**src/rtl/keypad_pkg.sv**
```systemverilog
// keypad_pkg: shared types and constants for the matrix-keypad emulator.
//   kp_state_t - press sequencer states
//   KEY_ROWS / KEY_COLS - keypad matrix geometry
//   COL_IDLE   - active-low column value when no key is closed
//   LFSR_TAPS  - feedback mask for the 16-bit chatter LFSR (taps 16,14,13,11)
//   lfsr_next  - one Fibonacci step, feedback shifted in at bit 0
package keypad_pkg;

    typedef enum logic [1:0] {
        IDLE       = 2'd0,
        BOUNCE_IN  = 2'd1,
        HOLD       = 2'd2,
        BOUNCE_OUT = 2'd3
    } kp_state_t;

    localparam int KEY_ROWS = 4;
    localparam int KEY_COLS = 4;

    localparam logic [KEY_COLS-1:0] COL_IDLE = 4'hF;

    // Bits 15,13,12,10 correspond to polynomial taps 16,14,13,11.
    localparam logic [15:0] LFSR_TAPS = 16'hB400;

    function automatic logic [15:0] lfsr_next(input logic [15:0] s);
        return {s[14:0], ^(s & LFSR_TAPS)};
    endfunction

endpackage

```
**src/rtl/chatter_lfsr.sv**
```systemverilog
// chatter_lfsr: 16-bit Fibonacci LFSR used as the contact-chatter source.
//   clk   - system clock
//   RST   - synchronous active-high reset, loads SEED
//   en    - advance one step on this edge
//   state - current LFSR contents (never zero for a nonzero SEED)
module chatter_lfsr
    import keypad_pkg::*;
#(
    parameter logic [15:0] SEED = 16'hACE1
) (
    input  logic        clk,
    input  logic        RST,
    input  logic        en,
    output logic [15:0] state
);

    always_ff @(posedge clk) begin
        if (RST) begin
            state <= SEED;
        end else if (en) begin
            state <= lfsr_next(state);
        end
    end

endmodule

```
**src/rtl/keypad_emulator.sv**
```systemverilog
// keypad_emulator: responder side of a 4x4 active-low matrix keypad.
// Takes "press key K for T" commands and drives the column returns as a
// real key would, including pseudo-random contact bounce on make and break.
//
// Ports:
//   clk        - system clock
//   RST        - synchronous active-high reset
//   cmd_valid  - press command present
//   cmd_ready  - command accepted on this edge if cmd_valid (IDLE only)
//   cmd_key    - key index, row = [3:2], column = [1:0]
//   cmd_hold   - stable-closed time in HOLD_TICK units (0 acts as 1)
//   row        - row strobes from the scanner, active-low
//   col        - column returns, active-low, combinational from row
//   busy       - press sequence in progress
//   done       - one-cycle pulse in the first IDLE cycle after a press
//
// state      | meaning
// -----------+-----------------------------------------------------------
// IDLE       | contact open, waiting for a command
// BOUNCE_IN  | make chatter, BOUNCE_LEN cycles, contact closed at the end
// HOLD       | contact solidly closed for hold*HOLD_TICK cycles
// BOUNCE_OUT | break chatter, BOUNCE_LEN cycles, contact opened at the end
module keypad_emulator
    import keypad_pkg::*;
#(
    parameter int unsigned BOUNCE_LEN  = 500000,
    parameter int unsigned CHATTER_DIV = 5000,
    parameter int unsigned HOLD_TICK   = 50000,
    parameter logic [15:0] LFSR_SEED   = 16'hACE1
) (
    input  logic                clk,
    input  logic                RST,
    input  logic                cmd_valid,
    output logic                cmd_ready,
    input  logic [3:0]          cmd_key,
    input  logic [7:0]          cmd_hold,
    input  logic [KEY_ROWS-1:0] row,
    output logic [KEY_COLS-1:0] col,
    output logic                busy,
    output logic                done
);

    localparam int unsigned HOLD_MAX = HOLD_TICK * 255;
    localparam int unsigned TMR_MAX  = (HOLD_MAX > BOUNCE_LEN) ? HOLD_MAX : BOUNCE_LEN;
    localparam int          TMR_W    = $clog2(TMR_MAX + 1);
    localparam int          DIV_W    = (CHATTER_DIV > 1) ? $clog2(CHATTER_DIV) : 1;

    localparam logic [TMR_W-1:0] BOUNCE_LOAD = (BOUNCE_LEN > 0) ? TMR_W'(BOUNCE_LEN - 1) : '0;
    localparam logic [TMR_W-1:0] TICK        = TMR_W'(HOLD_TICK);
    localparam logic [DIV_W-1:0] DIV_LOAD    = DIV_W'(CHATTER_DIV - 1);

    kp_state_t        state, state_nxt;
    logic [TMR_W-1:0] timer, timer_nxt;
    logic [DIV_W-1:0] div_cnt, div_nxt;
    logic             contact, contact_nxt;
    logic [3:0]       key_r, key_nxt;
    logic [7:0]       hold_r, hold_nxt;
    logic             done_nxt;
    logic             lfsr_en;
    logic [15:0]      lfsr;

    logic [7:0]       hold_in_eff;
    logic [7:0]       mul_hold;
    logic [TMR_W-1:0] hold_load;

    chatter_lfsr #(
        .SEED (LFSR_SEED)
    ) u_lfsr (
        .clk   (clk),
        .RST   (RST),
        .en    (lfsr_en),
        .state (lfsr)
    );

    // Only bit 0 drives the contact; the rest exists to keep the sequence long.
    logic unused_lfsr_hi;
    assign unused_lfsr_hi = ^lfsr[15:1];

    // One multiplier serves both load points: the incoming command when the
    // bounce-free path jumps straight from IDLE to HOLD, the latched value otherwise.
    assign hold_in_eff = (cmd_hold == 8'd0) ? 8'd1 : cmd_hold;
    assign mul_hold    = (state == IDLE) ? hold_in_eff : hold_r;
    assign hold_load   = TMR_W'(mul_hold) * TICK - TMR_W'(1);

    assign cmd_ready = (state == IDLE);
    assign busy      = (state != IDLE);

    always_ff @(posedge clk) begin
        if (RST) begin
            state <= IDLE;
        end else begin
            state <= state_nxt;
        end
    end

    always_ff @(posedge clk) begin
        if (RST) begin
            timer   <= '0;
            div_cnt <= '0;
            contact <= 1'b0;
            key_r   <= 4'd0;
            hold_r  <= 8'd0;
            done    <= 1'b0;
        end else begin
            timer   <= timer_nxt;
            div_cnt <= div_nxt;
            contact <= contact_nxt;
            key_r   <= key_nxt;
            hold_r  <= hold_nxt;
            done    <= done_nxt;
        end
    end

    always_comb begin
        state_nxt   = state;
        timer_nxt   = timer;
        div_nxt     = div_cnt;
        contact_nxt = contact;
        key_nxt     = key_r;
        hold_nxt    = hold_r;
        done_nxt    = 1'b0;
        lfsr_en     = 1'b0;

        unique case (state)
            IDLE: begin
                if (cmd_valid) begin
                    key_nxt  = cmd_key;
                    hold_nxt = hold_in_eff;
                    div_nxt  = DIV_LOAD;
                    if (BOUNCE_LEN == 0) begin
                        state_nxt   = HOLD;
                        timer_nxt   = hold_load;
                        contact_nxt = 1'b1;
                    end else begin
                        state_nxt = BOUNCE_IN;
                        timer_nxt = BOUNCE_LOAD;
                    end
                end
            end

            BOUNCE_IN, BOUNCE_OUT: begin
                // Contact takes the LFSR bit present at the advance edge.
                if (div_cnt == '0) begin
                    lfsr_en     = 1'b1;
                    contact_nxt = lfsr[0];
                    div_nxt     = DIV_LOAD;
                end else begin
                    div_nxt = div_cnt - 1'b1;
                end

                // Window end overrides whatever the chatter chose on that edge.
                if (timer == '0) begin
                    if (state == BOUNCE_IN) begin
                        state_nxt   = HOLD;
                        timer_nxt   = hold_load;
                        contact_nxt = 1'b1;
                    end else begin
                        state_nxt   = IDLE;
                        contact_nxt = 1'b0;
                        done_nxt    = 1'b1;
                    end
                end else begin
                    timer_nxt = timer - 1'b1;
                end
            end

            HOLD: begin
                if (timer == '0) begin
                    if (BOUNCE_LEN == 0) begin
                        state_nxt   = IDLE;
                        contact_nxt = 1'b0;
                        done_nxt    = 1'b1;
                    end else begin
                        state_nxt = BOUNCE_OUT;
                        timer_nxt = BOUNCE_LOAD;
                        div_nxt   = DIV_LOAD;
                    end
                end else begin
                    timer_nxt = timer - 1'b1;
                end
            end
        endcase
    end

    // Live row input keeps this path free of latency for the scanner.
    always_comb begin
        col = COL_IDLE;
        if (contact && !row[key_r[3:2]]) begin
            col[key_r[1:0]] = 1'b0;
        end
    end

endmodule

```
**config.mk**
```make
export PLATFORM = sky130hd
export DESIGN_NAME = keypad_emulator
export DESIGN_NICKNAME = d
export VERILOG_FILES = /design/src/rtl/keypad_pkg.sv /design/src/rtl/chatter_lfsr.sv /design/src/rtl/keypad_emulator.sv
export SDC_FILE = /design/constraint.sdc
export NUM_CORES = 1
export LEC_CHECK = 0
export CAP_MARGIN = 40
export CORE_MARGIN = 4
export CORE_UTILIZATION = 40
export CTS_CLUSTER_SIZE = 40
export DETAILED_ROUTE_END_ITERATION = 6
export PLACE_DENSITY = 0.57
export SKIP_CTS_REPAIR_TIMING = 1
export SYNTH_ARGS = -nofsm -noshare
export SYNTH_HDL_FRONTEND = slang
export SYNTH_SLANG_ARGS = --single-unit
```
**constraint.sdc**
```tcl
create_clock -name clk -period 7 [get_ports clk]
set_input_delay 1.05 -clock clk [delete_from_list [all_inputs] [get_ports clk]]
set_output_delay 1.05 -clock clk [all_outputs]
set_load 0.01 [all_outputs]
```
==> run_results.csv, run 1 <==
group,metric,value,unit
status,outcome,"completed",
yosys,synthCells,716,
cells_and_area,diodes,0,
yosys,synth.yosys.warnings,0,
yosys,synth_ff_type,"dfxtp_1",
floorplanning,pin_count,26,
setup_path,crit_fanout,15,
cells_and_area,final_common_cell,"nand2_1",
clock_network,clockRootBuffer,"clkbuf_16",
floorplanning,floorplan.initialDensity,40.93,%
grt,gr-total-overflow,0,
sta,setup_tns,0,ps
place,place_hpwl,11080,um
clock_network,path_clk_slew,60,ps
routing,firstDrtPassIters,5,
run,maxCapViolCount,0,
clock_network,cts_buffers,9,
setup_path,path_class,"in2reg",
cells_and_area,drive_above_1_share,6.648,%
grt,grt_use_total,18.37,%
routing,vias,5055,
cells_and_area,mostFrequentLayoutCells,"83 x nand2_1, 69 x dfxtp_1, 68 x nor2_1",
sta,skew,4.569,ps
clock_network,cts_max_level,3,
sta,hold_viol,0,
yosys,ys_ff_latch,69,
sta,min_period,6122,ps
yosys,synth.top_cell.area_share,24.31,%
clock_network,cts_tree,"done",
sta,max_slew_margin,42.53,%
grt,grt_max_degree,68,
floorplanning,die_h,127.2,um
yosys,postSynthNetCount,808,
floorplanning,core,13880,sq um
sta,final.setup.worst_slack,877.5,ps
routing,drc,0,
clock_network,cts_num_sinks,69,
yosys,syn_area,5682,sq um
place,dp_slack,520.5,ps
setup_path,path_cells,"clkdlybuf4s50_1, mux2_2, ha_1, ha_1, inv_1, fa_1, inv_1, fa_1, ha_1, nor2b_1, a32oi_1, or3_1, a31oi_1, nand3_1, nor3_1, o21ai_0, xnor2_1, o22ai_1",
sta,slew_violations,0,
setup_path,cp_data_required_time,7190,ps
sta,max_freq,163.3,MHz
sta,fin_crit_sh,87.46,%
setup_path,worst_path_most_repeated_cell,"ha_1",
yosys,async_reset_ff_share,0,%
place,place_congestion,0.8996,
routing,antenna_left,0,
sta,rsz0062_at_grt,"no",
place,io_buffers,25,
clock_network,clk-insertion-delay-late,330,ps
grt,grt_pass1_vias,5063,
setup_path,worst-path-buf-inv,3,
routing,routed_wl,14570,um
yosys,synth_area_leader_cell,"dfxtp_1",
yosys,synth_edf_count,0,
yosys,yosysUniqueCellTypes,66,
worst_hold_path,hp-class,"reg2reg",
clock_network,cts_buffer_depth,2,
routing,routedWlPerCell,16.15,um
cells_and_area,nNetsFinal,809,
setup_path,max_stage_delay,560,ps
setup_path,cp_top_family,"adder cells",
floorplanning,die_x,127.2,um
floorplanning,die-area,16170,sq um
floorplanning,num_rows,43,
grt,grt_first_pass_wirelength,24660,um
yosys,synth_area_per_cell,7.935,sq um
cells_and_area,syn_to_final_growth,11.65,%
setup_path,crit_path_end_kind,"flop",
yosys,yosysSeqAreaShare,24.31,%
sta,setup_violations,0,
routing,drt_iter0_drc,237,
yosys,yosys-top-cells-area,"dfxtp_1 24%, ha_1 13%, nand2_1 5.5%",
sta,worstMarginPinSlew,858.9,ps
setup_path,slowest_stage,"ha_1",
grt,grt_antenna_before_repair,0,
setup_path,critPathLaunchType,"input port",
setup_path,cp.arrival,6310,ps
routing,viasPerCell,5.604,
routing by layer:
layer  up-vias  GRT usage [%]  share of wire [%]
li1       2553              -                  -
met1      2377          23.53                 45
met2       100          32.10                 49
met3        25          1.505                3.5
met4         0          7.129                2.4
met5         -              0                  0
synth_stat cells (all sizes together), types with 6 or more instances:
library cell  instances
nand2                83
nor2                 70
dfxtp                69
a21oi                62
ha                   61
inv                  35
xnor2                33
clkbuf               31
nor3                 25
o21ai                23
xor2                 19
o22ai                18
nand3                15
fa                   12
nand3b               12
nor4                 12
a21o                 10
or3                  10
a211oi                8
buf                   8
nand2b                8
o21a                  8
mux2                  6
or2                   6
logic make-up (layout without fill, tap and decap cells):
family | Yosys count | in the layout | share of synthesized area (%)
AO/OA/AOI/OAI | 167 | 167 | 18.81
multiplexers | 10 | 10 | 2.114
XOR/XNOR | 52 | 52 | 8.016
buffers and inverters | 74 | 80 | 5.021
flip-flops | 69 | 69 | 24.31
adder cells (fa/ha/maj) | 73 | 73 | 17.66
AND/OR/NAND/NOR | 271 | 271 | 24.07
state kept, by name, indices dropped and copies added, names as in the netlist:
| name | count |
|---|---|
| u_lfsr.state | 16 |
| hold_r | 8 |
| key_r | 4 |
| state | 2 |
| div_cnt | 13 |
| done | 1 |
| contact | 1 |
| timer | 24 |
worst reg2reg max path, delay by kind of cell, from the launching register on:
family,cells,cell delay [ps]
flip-flops,1,330
adder cells (fa/ha/maj),6,2740
AND/OR/NAND/NOR,4,1230
AO/OA/AOI/OAI,4,700
XOR/XNOR,1,250
buffers and inverters,3,230
multiplexers,1,480
through the flow:
step | cell area, sq um | instances | hold WS [ps] | utilization (%)
floorplan | 5682 | 716 | 432.1 | -
CTS | 6344 | 902 | 457.5 | 45.70
global placement | 6021 | 885 | 439.4 | 43.37
detailed placement | 6032 | 886 | 447.8 | 43.46
global route | 6344 | 902 | 470.4 | 45.70
finish | 6344 | 902 | 452.6 | 45.70
final cells by class:
cell class	instances	area, sq um
inverter	35	131.4
sequential	69	1381
fill	1378	7537
clock buffer	11	252.7
tap	180	225.2
multi-input combinational	573	4015
timing repair buffer	29	279.0
clock inverter	5	58.81
final timing paths:
kind	start	end	slack (ps)	depth (start not counted)
hold / removal	u_lfsr.state[7]$_SDFFE_PP1P_	u_lfsr.state[8]$_SDFFE_PP0P_	450	2
hold reg to reg	u_lfsr.state[7]$_SDFFE_PP1P_	u_lfsr.state[8]$_SDFFE_PP0P_	450	2
setup / recovery	cmd_hold[2]	timer[20]$_SDFFE_PP0P_	880	18
setup reg to reg	state[0]$_SDFFE_PP0P_	timer[20]$_SDFFE_PP0P_	900	19
Power of run 1 is left out: the tool's default activity adds up to more than one toggle a clock period on the data nets, which glitch-free logic cannot reach.
==> run 2, diff against run 1 <==
--- a/config.mk
+++ b/config.mk
@@ -6,6 +6,7 @@
 export NUM_CORES = 1
 export LEC_CHECK = 0
 export CAP_MARGIN = 40
+export CORE_ASPECT_RATIO = 1.2
 export CORE_MARGIN = 4
 export CORE_UTILIZATION = 40
 export CTS_CLUSTER_SIZE = 40
==> run_results.csv, run 2 (synthesized netlist as in run 1, its figures left out) <==
group,metric,value,unit
clock_network,cts_buffers,9,
floorplanning,die_h,138.6,um
routing,routedWlPerCell,16.24,um
routing,firstDrtPassIters,4,
sta,max_freq,161.4,MHz
sta,min_period,6198,ps
worst_hold_path,hp-class,"reg2reg",
grt,grt_antenna_before_repair,0,
floorplanning,floorplan.initialDensity,40.94,%
setup_path,cp.arrival,6390,ps
cells_and_area,regMostFlops,"timer",
sta,setup_tns,0,ps
cells_and_area,nNetsFinal,808,
floorplanning,die_x,116.8,um
setup_path,critPathLaunchType,"input port",
cells_and_area,diodes,0,
sta,max_slew_margin,43.26,%
routing,viasPerCell,5.672,
routing,routed_wl,14490,um
cells_and_area,final_common_cell,"nand2_1",
grt,grt_first_pass_wirelength,24360,um
sta,whs,453.0,ps
cells_and_area,mostFrequentLayoutCells,"83 x nand2_1, 69 x dfxtp_1, 68 x nor2_1",
grt,grt_pass1_vias,5117,
sta,setup_violations,0,
cells_and_area,utilization,45.49,%
sta,hold_viol,0,
setup_path,crit_path_end_kind,"flop",
place,place_hpwl,11060,um
grt,gr-total-overflow,0,
sta,fin_crit_sh,88.54,%
sta,skew,6.229,ps
clock_network,cts_num_sinks,69,
floorplanning,core,13880,sq um
routing,wl_met1,6223,um
setup_path,path_class,"in2reg",
routing,route.met2.wl,7448,um
clock_network,cts_max_level,3,
cells_and_area,drive_above_1_share,6.241,%
routing,wl_met3,307,um
setup_path,cp_data_required_time,7200,ps
floorplanning,die-area,16180,sq um
place,place_congestion,0.8871,
place,io_buffers,25,
grt,grt_max_degree,68,
routing,vias,5059,
clock_network,cts_buffer_depth,2,
sta,slew_violations,0,
routing,drt_iter0_drc,311,
floorplanning,pin_count,26,
clock_network,cts_tree,"done",
setup_path,crit_fanout,15,
cells_and_area,syn_to_final_growth,11.12,%
routing,antenna_left,0,
floorplanning,num_rows,47,
cells_and_area,largest_reg_flops,24,
routing,topRoutingLayerUsed,"met4",
clock_network,path_clk_slew,50,ps
grt,grt_use_total,18.40,%
clock_network,clk-insertion-delay-late,340,ps
status,outcome,"completed",
cells_and_area,reg_top3,"timer x24, u_lfsr.state x16, div_cnt x13",
clock_network,clockRootBuffer,"clkbuf_16",
run,maxCapViolCount,0,
sta,rsz0062_at_grt,"no",
sta,worstMarginPinSlew,848.6,ps
routing,drc,0,
## run 2: cell types whose count changed in the layout (fill, tap and decap cells not counted)
cell,previous run,this run
clkbuf_1,0,2
buf_6,1,0
clkinvlp_4,2,0
## run 2: final timing paths
check,start,to,slack (ps),depth (start not counted)
worst min-delay path,hold_r[3]$_SDFFE_PP0P_,hold_r[3]$_SDFFE_PP0P_,450,2
worst min register to register,hold_r[3]$_SDFFE_PP0P_,hold_r[3]$_SDFFE_PP0P_,450,2
worst max register to register,state[1]$_SDFFE_PP0P_,timer[20]$_SDFFE_PP0P_,850,19
worst max-delay path,cmd_hold[2],timer[20]$_SDFFE_PP0P_,800,18
## run 2: worst max-delay path, stage by stage
cell,delay (ps)
clkdlybuf4s50_1,440
mux2_2,340
ha_1,340
ha_1,280
inv_1,50
fa_1,540
inv_1,60
fa_1,420
ha_1,570
nor2b_1,190
a32oi_1,140
or3_1,430
a31oi_1,240
nand3_1,220
nor3_1,480
o21ai_0,200
xnor2_1,270
o22ai_1,120
## run 2: per-stage QoR
stage / worst slack (ps) / std cells / instance area, sq um
global route: 497.4 / 892 / 6314
floorplan: 1445 / 716 / 5682
global placement: 552.9 / 876 / 6010
detailed placement: 517.6 / 876 / 6010
CTS: 870.5 / 892 / 6314
finish: 802.5 / 892 / 6314
## run 2: layout make-up
| class | instances | area, sq um |
|---|---|---|
| multi-input combinational | 573 | 4015 |
| fill | 1345 | 7565 |
| clock buffer | 13 | 260.3 |
| inverter | 35 | 131.4 |
| timing repair buffer | 28 | 267.8 |
| clock inverter | 3 | 43.79 |
| tap | 171 | 214.0 |
| sequential | 69 | 1381 |
## run 2: layer usage
| metal | GRT usage, % | vias up |
|---|---|---|
| met4 | 8.696 | 0 |
| met2 | 32.06 | 82 |
| met1 | 22.29 | 2388 |
| met3 | 1.746 | 39 |
| li1 | - | 2550 |
| met5 | 0 | - |
Power of run 2 is left out for the same reason.
==> run 3, diff against run 2 <==
--- a/config.mk
+++ b/config.mk
@@ -6,11 +6,11 @@
 export NUM_CORES = 1
 export LEC_CHECK = 0
 export CAP_MARGIN = 40
-export CORE_ASPECT_RATIO = 1.2
 export CORE_MARGIN = 4
 export CORE_UTILIZATION = 40
 export CTS_CLUSTER_SIZE = 40
 export DETAILED_ROUTE_END_ITERATION = 6
+export HOLD_SLACK_MARGIN = 0.05
 export PLACE_DENSITY = 0.57
 export SKIP_CTS_REPAIR_TIMING = 1
 export SYNTH_ARGS = -nofsm -noshare
==> constraint.sdc (replaced) <==
create_clock -name clk -period 7.8 [get_ports clk]
set_input_delay 1.17 -clock clk [delete_from_list [all_inputs] [get_ports clk]]
set_output_delay 1.17 -clock clk [all_outputs]
set_load 0.01 [all_outputs]
==> run_results.csv, run 3 (synthesized netlist as in run 1, its figures left out) <==
group,metric,value,unit
routing,viasPerCell,5.677,
cells_and_area,reg_top3,"timer x24, u_lfsr.state x16, div_cnt x13",
setup_path,crit_fanout,10,
clock_network,cts_buffer_depth,2,
floorplanning,die-area,16170,sq um
grt,grt_antenna_before_repair,0,
clock_network,path_clk_slew,60,ps
cells_and_area,drive_above_1_share,6.519,%
routing,drc,0,
floorplanning,die_x,127.2,um
sta,slew_violations,0,
setup_path,cp.arrival,6450,ps
routing,antenna_left,0,
place,placed_cell_area,6025,sq um
routing,routed_wl,14460,um
clock_network,cts_tree,"done",
cells_and_area,diodes,0,
setup_path,critPathLaunchType,"input port",
cells_and_area,regMostFlops,"timer",
routing,routedWlPerCell,16.05,um
cells_and_area,final_common_cell,"nand2_1",
routing,wl_met3,515,um
sta,setup_tns,0,ps
clock_network,clockRootBuffer,"clkbuf_16",
setup_path,path_class,"in2reg",
sta,max_slew_margin,41.52,%
grt,gr-total-overflow,0,
sta,fin_crit_sh,80.35,%
sta,worstMarginPinSlew,874.0,ps
clock_network,clk-insertion-delay-late,330,ps
grt,grt_first_pass_wirelength,24640,um
worst_hold_path,hp-class,"reg2reg",
setup_path,crit_path_end_kind,"flop",
cells_and_area,mostFrequentLayoutCells,"83 x nand2_1, 69 x dfxtp_1, 68 x nor2_1",
routing,route.met2.wl,6963,um
setup_path,reg2reg_slack,1680,ps
cells_and_area,largest_reg_flops,24,
cells_and_area,num-fill-cells,1353,
floorplanning,core,13880,sq um
run,maxCapViolCount,0,
grt,grt_max_degree,68,
sta,hold_viol,0,
sta,setup_violations,0,
clock_network,cts_max_level,3,
sta,max_freq,159.6,MHz
place,place_hpwl,10920,um
routing,wl_met1,6581,um
sta,min_period,6267,ps
status,outcome,"completed",
cells_and_area,syn_to_final_growth,11.58,%
floorplanning,die_h,127.2,um
clock_network,cts_num_sinks,69,
cells_and_area,multiInputGateArea,4015,sq um
clock_network,cts_buffers,9,
floorplanning,floorplan.initialDensity,40.93,%
place,io_buffers,25,
routing,drt_iter0_drc,273,
cells_and_area,final_area,6340,sq um
routing,topRoutingLayerUsed,"met4",
floorplanning,num_rows,43,
sta,skew,2.814,ps
floorplanning,pin_count,26,
grt,grt_pass1_vias,5091,
sta,rsz0062_at_grt,"no",
cells_and_area,nNetsFinal,808,
routing,vias,5115,
setup_path,cp_data_required_time,7990,ps
cells_and_area,layout.area.seq,1381,sq um
routing,firstDrtPassIters,5,
place,place_congestion,0.8780,
grt,grt_use_total,18.31,%
[run 3: cell types whose count changed in the layout (fill, tap and decap cells not counted), sizes merged]
cell	change
clkinvlp	+2
bufinv	+1
clkinv	+1
clkbuf	-4
[run 3: per-layer routing]
layer  GRT usage, %  vias to the layer above
met5              0                        -
met4          7.823                        0
met3          1.547                       29
met2          31.35                      122
met1          23.66                     2420
li1               -                     2544
[run 3: metrics by stage]
stage	util (%)	hold WS (ps)	worst slack [ps]	instances
after floorplan	-	432.1	2191	716
after global placement	43.32	439.1	1222	884
after detailed placement	43.40	449.0	1199	885
after CTS	45.67	456.8	1546	901
after global routing	45.67	470.3	1094	901
final	45.67	452.4	1533	901
[run 3: final cells by class]
type | instances | area share (%)
multi-input cells | 573 | 63.33
well taps | 180 | 3.552
clock inverters | 7 | 1.421
inverters | 35 | 2.072
repair buffers | 28 | 4.283
flip-flops and latches | 69 | 21.79
clock buffers | 9 | 3.552
[run 3: worst paths after layout]
check,start,to,cells past startpoint
max reg2reg,state[0]$_SDFFE_PP0P_,timer[20]$_SDFFE_PP0P_,19
min,u_lfsr.state[7]$_SDFFE_PP1P_,u_lfsr.state[8]$_SDFFE_PP0P_,2
max,cmd_hold[2],timer[20]$_SDFFE_PP0P_,18
min reg2reg,u_lfsr.state[7]$_SDFFE_PP1P_,u_lfsr.state[8]$_SDFFE_PP0P_,2
[run 3: critical path, cell delays in order]
cell and delay (ps):
clkdlybuf4s50_1 440, mux2_2 350, ha_1 370, ha_1 290, inv_1 50, fa_1 540, inv_1 60, fa_1 500
ha_1 450, a21o_1 270, a221oi_4 350, xnor2_1 160, a31oi_1 260, nand3_1 210, nor3_1 400, o21ai_0 200
xnor2_1 260, o22ai_1 120
Power of run 3 is left out for the same reason.
